File: src/rtl/context_switch_scheduler.sv
// Context switch sequencer: drives the registered global_stage and inserts WRITE plus a LOAD window
// per switch. It also owns the active-context pointer and the ctx_min/ctx_max window.
module context_switch_scheduler #(
  parameter int NUM_CONTEXTS = 2,
  parameter int LOAD_LATENCY = 1,
  parameter int STAGE_WIDTH = 3,
  parameter logic [STAGE_WIDTH-1:0] STAGE_IDLE = '0,
  parameter logic [STAGE_WIDTH-1:0] STAGE_WRITE_TO_MEM = {STAGE_WIDTH{1'b1}},
  localparam int CTX_W = (NUM_CONTEXTS > 1) ? $clog2(NUM_CONTEXTS) : 1
) (
  input  logic                   clk,
  input  logic                   reset,
  input  logic [STAGE_WIDTH-1:0] stage_in,
  input  logic                   start,
  input  logic                   switch_req,
  input  logic                   store_en,
  input  logic                   phase_peel,
  input  logic                   block_done,
  output logic [STAGE_WIDTH-1:0] global_stage,
  output logic                   do_not_store,
  output logic                   switch_ack,
  output logic                   busy,
  output logic [CTX_W-1:0]       ctx_id,
  output logic [CTX_W-1:0]       ctx_min,
  output logic [CTX_W-1:0]       ctx_max
);

  // Handshake: switch_req is a level held until switch_ack. The ack cycle consumes the request,
  // so a switch_req still high while switch_ack=1 does not start another switch.
  typedef enum logic [1:0] {S_IDLE, S_ACTIVE, S_WRITE, S_LOAD} state_t;

  localparam int HALF = NUM_CONTEXTS / 2;
  localparam logic [CTX_W-1:0] HALF_C    = CTX_W'(HALF);
  localparam logic [CTX_W-1:0] TOP_C     = CTX_W'(NUM_CONTEXTS - 1);
  localparam logic [CTX_W-1:0] LOW_TOP_C = (HALF > 0) ? CTX_W'(HALF - 1) : '0;
  localparam logic [2:0]       LOAD_INIT = 3'(LOAD_LATENCY - 1);
  localparam bit               MULTI     = (NUM_CONTEXTS > 1);

  state_t                 state_q, state_d;
  logic [2:0]             cnt_q, cnt_d;
  logic                   store_l_q, store_l_d;
  logic [STAGE_WIDTH-1:0] gs_q, gs_d;
  logic                   dns_q, dns_d;
  logic                   ack_q, ack_d;
  logic [CTX_W-1:0]       ctx_q, ctx_d;
  logic [CTX_W-1:0]       min_q, min_d;
  logic [CTX_W-1:0]       max_q, max_d;
  logic                   first_q, first_d;
  logic                   full_q, full_d;
  logic [CTX_W-1:0]       ctx_next;
  logic                   win_hit;
  logic                   in_low;

  // A context outside the current window restarts at ctx_min.
  always_comb begin
    ctx_next = '0;
    if (NUM_CONTEXTS == 2) begin
      ctx_next = ~ctx_q;
    end else if (NUM_CONTEXTS > 2) begin
      ctx_next = (ctx_q >= min_q && ctx_q < max_q) ? ctx_q + 1'b1 : min_q;
    end
  end

  always_comb begin
    state_d   = state_q;
    cnt_d     = cnt_q;
    store_l_d = store_l_q;
    gs_d      = STAGE_IDLE;
    dns_d     = 1'b0;
    ack_d     = 1'b0;
    ctx_d     = ctx_q;
    min_d     = min_q;
    max_d     = max_q;
    first_d   = first_q;
    full_d    = full_q;
    win_hit   = (ctx_q == '0) || (ctx_q == HALF_C);
    in_low    = (ctx_q < HALF_C);
    case (state_q)
      S_IDLE: begin
        if (start) begin
          state_d = S_ACTIVE;
          ctx_d   = '0;
        end
      end
      S_ACTIVE: begin
        if (block_done && win_hit) begin
          if (phase_peel) begin
            min_d = in_low ? '0 : HALF_C;
            max_d = in_low ? LOW_TOP_C : TOP_C;
          end else if (first_q) begin
            min_d   = HALF_C;
            max_d   = TOP_C;
            first_d = 1'b0;
          end else if (!full_q) begin
            min_d  = '0;
            max_d  = TOP_C;
            full_d = 1'b1;
          end else begin
            min_d  = in_low ? HALF_C : '0;
            max_d  = in_low ? TOP_C : LOW_TOP_C;
            full_d = 1'b0;
          end
        end
        if (switch_req && !ack_q) begin
          state_d   = S_WRITE;
          store_l_d = store_en && MULTI;
          gs_d      = STAGE_WRITE_TO_MEM;
          dns_d     = !(store_en && MULTI);
        end else begin
          gs_d = stage_in;
        end
      end
      S_WRITE: begin
        state_d = S_LOAD;
        cnt_d   = LOAD_INIT;
        if (store_l_q) ctx_d = ctx_next;
      end
      S_LOAD: begin
        if (cnt_q == 3'd0) begin
          state_d = S_ACTIVE;
          ack_d   = 1'b1;
        end else begin
          cnt_d = cnt_q - 3'd1;
        end
      end
      default: state_d = S_IDLE;
    endcase
  end

  always_ff @(posedge clk) begin
    if (!reset) begin
      state_q   <= S_IDLE;
      cnt_q     <= '0;
      store_l_q <= 1'b0;
      gs_q      <= STAGE_IDLE;
      dns_q     <= 1'b0;
      ack_q     <= 1'b0;
      ctx_q     <= '0;
      min_q     <= '0;
      max_q     <= LOW_TOP_C;
      first_q   <= 1'b1;
      full_q    <= 1'b0;
    end else begin
      state_q   <= state_d;
      cnt_q     <= cnt_d;
      store_l_q <= store_l_d;
      gs_q      <= gs_d;
      dns_q     <= dns_d;
      ack_q     <= ack_d;
      ctx_q     <= ctx_d;
      min_q     <= min_d;
      max_q     <= max_d;
      first_q   <= first_d;
      full_q    <= full_d;
    end
  end

  assign global_stage = gs_q;
  assign do_not_store = dns_q;
  assign switch_ack   = ack_q;
  assign busy         = (state_q == S_WRITE) || (state_q == S_LOAD);
  assign ctx_id       = ctx_q;
  assign ctx_min      = min_q;
  assign ctx_max      = max_q;

endmodule

File: config.mk
export PLATFORM = sky130hd
export DESIGN_NAME = context_switch_scheduler
export DESIGN_NICKNAME = d
export VERILOG_FILES = /design/src/rtl/context_switch_scheduler.sv
export SDC_FILE = /design/constraint.sdc
export NUM_CORES = 1
export LEC_CHECK = 0
export CAP_MARGIN = 0
export CORE_MARGIN = 2
export CORE_UTILIZATION = 42
export DETAILED_ROUTE_END_ITERATION = 10
export GPL_TIMING_DRIVEN = 0
export HOLD_SLACK_MARGIN = 0.02
export PLACE_DENSITY = 0.79
export SLEW_MARGIN = 20
export SYNTH_ARGS = -nofsm -noshare
export SYNTH_HDL_FRONTEND = slang
export SYNTH_SLANG_ARGS = --single-unit
File: constraint.sdc
create_clock -name clk -period 1.3 [get_ports clk]
set_input_delay 0.325 -clock clk [delete_from_list [all_inputs] [get_ports clk]]
set_output_delay 0.325 -clock clk [all_outputs]
set_load 0.005 [all_outputs]
==> flow_metrics.env <==
export IMPL_grt_max_degree=11
export IMPL_viasPerCell=5.31
export IMPL_insertedDiodeCount=0
export IMPL_ios=19
export IMPL_r2r_start="state_q[0]$_SDFFE_PN0P_"
export IMPL_r2r_end="cnt_q[0]$_SDFFE_PN0P_"
export IMPL_route_detailed_drc=0
export IMPL_drt_wl_total_mm=2.06
export IMPL_synth_common_cells="dfxtp_1 (16), nor2_1 (16), ha_1 (7)"
export IMPL_leakage_nw=0.507
export IMPL_layout_area_overhead_vs_synth_pct=58.6
export IMPL_yosysWarnings=0
export IMPL_clock_skew_ns=0.00110
export IMPL_crit_path_end_kind="primary output"
export IMPL_track_usage_pct=20.0
export IMPL_multi_input_area_um2=529
export IMPL_worstPathArrival_ns=1.24
export IMPL_setup_viol=6
export IMPL_layout_min_cycle_time_ns=1.56
export IMPL_routedWlPerCell_um=14.7
export IMPL_cp_max_fo=3
export IMPL_die_y_um=46.5
export IMPL_fin_hold_ws_ns=0.511
export IMPL_max_slew_margin_pct=77.5
export IMPL_cts_root_buf="clkbuf_4"
export IMPL_drv_slew=0
export IMPL_dr_first_iter_drc_count=18
export IMPL_setup_slack_ns=-0.260
export IMPL_rrSetupSlack_ns=-0.17
export IMPL_violations="setup timing"
export IMPL_powerDensity_nw_per_um2=1510
export IMPL_min_path_type="flip-flop to flip-flop"
export IMPL_clock_latency_ns=0.29
export IMPL_critPathCapture="busy"
export IMPL_tightest_slew_ns=0.337
export IMPL_path_class="flip-flop to primary output"
export IMPL_cp_startpoint="state_q[0]$_SDFFE_PN0P_"
export IMPL_nNetsFinal=133
export IMPL_numCtsBuffers=3
export IMPL_fill_cells=110
export IMPL_syn_cell_area_um2=758
export IMPL_start_util_pct=44.4
export IMPL_floorplan_die_area_um2=2160
export IMPL_outcome="complete, but fails checks"
export IMPL_core_area_um2=1710
export IMPL_fin_crit_sh_pct=120
export IMPL_grt_util_met2_pct=35.8
export IMPL_fmax_ghz=0.641
export IMPL_worst_setup_path_start_kind="flip-flop"
export IMPL_grt_pass1_vias=684
export IMPL_ys_seq_elements=16
export IMPL_ys_flop_type="dfxtp_1"
export IMPL_synth_avg_cell_area_um2=9.03
export IMPL_placed_area_um2=976
export IMPL_async_flop_share_pct=0
export IMPL_synth_net_count=101
export IMPL_gp_congestion=0.748
export IMPL_rsz0062_at_grt="true"
export IMPL_met1_usage_pct=21.4
export IMPL_clock_sinks=16
export IMPL_vdd_drop_max_mv=1.13
export IMPL_die_w_um=46.5
export IMPL_dr_total_vias=744
export IMPL_synth_top_area_share_pct=42.2
export IMPL_drv_cap=0
export IMPL_required_ns=0.98
export IMPL_grt_use_met3_pct=5.10
export IMPL_seq_area_frac_synth_pct=42.2
export IMPL_r2r_cells=7
export IMPL_synth_edf_count=0
export IMPL_yosysTopAreaCell="dfxtp_1"
export IMPL_synthCells=84
export IMPL_finalHoldViolCount=0
export IMPL_cts_buffer_depth=2
export IMPL_ant_nets=0
export IMPL_dp_hpwl_mm=1.15
export IMPL_clk_pin_slew_ns=0.09
export IMPL_finalCoreUtilization_pct=70.4
export IMPL_seqCellArea_um2=334
export IMPL_first_pass_iters=4
export IMPL_row_count=15
export IMPL_top_usage_layer="met2"
export IMPL_cts_tree="built"
export IMPL_grt_ovfl_total=0
export IMPL_antenna_found_initial=0
export IMPL_ys_top_cells_by_area="dfxtp_1 (42%), ha_1 (12%), nor2_1 (7.9%), a221oi_4 (3.5%), nor2b_1 (3.3%)"
export IMPL_grt_first_pass_wirelength_mm=2.93
export IMPL_final_area_um2=1200
export IMPL_drive_gt1_share_pct=37.4
export IMPL_ys_types=25
export IMPL_numPortBuffers=18
export IMPL_cts_max_level=1
export IMPL_cts_hold_buffers=0
## power by group
group,switching [W],internal (W),leakage (nW)
clock,0.000161,0.000171,0.0210
combinational,0.000392,0.000437,0.353
sequential,0.0000836,0.000574,0.133
## metrics by stage
step                      cells  setup TNS [ns]  worst slack [ns]  power (W)
after floorplan              84         -0.0495           -0.0252   0.000960
after global placement      127           -2.91            -0.340    0.00113
after detailed placement    127           -2.97            -0.362    0.00116
after CTS                   138          -0.799            -0.247    0.00169
after global routing        140           -1.23            -0.277    0.00190
final                       140          -0.881            -0.260    0.00182
## cells in the final DEF (no fill, tap or decap), types with 2 or more instances in the layout
| cell type | count |
|---|---|
| nand2_1 | 5 |
| ha_1 | 2 |
| dfxtp_2 | 2 |
| nor2b_1 | 2 |
| nor3_1 | 2 |
| o21ai_0 | 2 |
| clkbuf_4 | 3 |
| dfxtp_4 | 3 |
| nand3_1 | 2 |
| nor2_1 | 15 |
| ha_4 | 5 |
| nand2b_1 | 2 |
| inv_1 | 3 |
| clkdlybuf4s50_1 | 9 |
| a211oi_2 | 2 |
| dlygate4sd2_1 | 8 |
| a21oi_1 | 4 |
| buf_4 | 9 |
| dfxtp_1 | 11 |
| inv_4 | 2 |
## kinds of logic after synthesis
logic type      after synthesis  share of synthesized area, %
flops                        16                          42.2
fa+ha+maj                     7                          11.6
buf+inv                       7                          3.46
compound gates               16                          17.0
xor+xnor                      1                          1.16
simple gates                 36                          23.1
mux                           1                          1.49
## critical path, stage by stage, from the launching register on
cell	delay, ns
dfxtp_4	0.39
inv_4	0.05
ha_4	0.15
or2_4	0.23
buf_6	0.12
## routing by layer
layer	wire length, um	share of wire [%]
met5	0	0
met3	134	6.5
met1	815	40
met4	61	3.0
met2	1050	51
## what timing repair did
action | in CTS | in global routing
hold endpoints to repair | 0 | 0
setup buffers | 7 | 2
gates resized for setup | 37 | 12
setup endpoints to repair | 17 | 13
pin swaps | 5 | 7
## final cells by class
| cell class | instances | share of cell area (%) |
|---|---|---|
| Buffer | 1 | 0.416 |
| Clock buffer | 4 | 3.02 |
| Inverter | 6 | 2.29 |
| Multi-Input combinational cell | 61 | 44.0 |
| Sequential cell | 16 | 27.8 |
| Tap cell | 25 | 2.60 |
| Timing Repair Buffer | 27 | 19.9 |
## state kept, by name, indices dropped and copies added, names as in the netlist
name and flops:
ctx_min 1, switch_ack 1, cnt_q 3, full_q 1, ctx_id 1, do_not_store 1, state_q 2, global_stage 3
first_q 1, store_l_q 1, ctx_max 1
## worst min-delay path by stage
stage,depth (start not counted),slack (ns),endpoint,from
after floorplan,1,0.39,first_q$_SDFFE_PN1P_,reset
after global placement,2,0.46,store_l_q$_SDFFE_PN0P_,store_l_q$_SDFFE_PN0P_
after detailed placement,2,0.47,first_q$_SDFFE_PN1P_,first_q$_SDFFE_PN1P_
after CTS,2,0.49,store_l_q$_SDFFE_PN0P_,store_l_q$_SDFFE_PN0P_
after global routing,2,0.52,store_l_q$_SDFFE_PN0P_,store_l_q$_SDFFE_PN0P_
final,2,0.51,store_l_q$_SDFFE_PN0P_,store_l_q$_SDFFE_PN0P_
No activity file was read; power rests on OpenSTA's default activity.
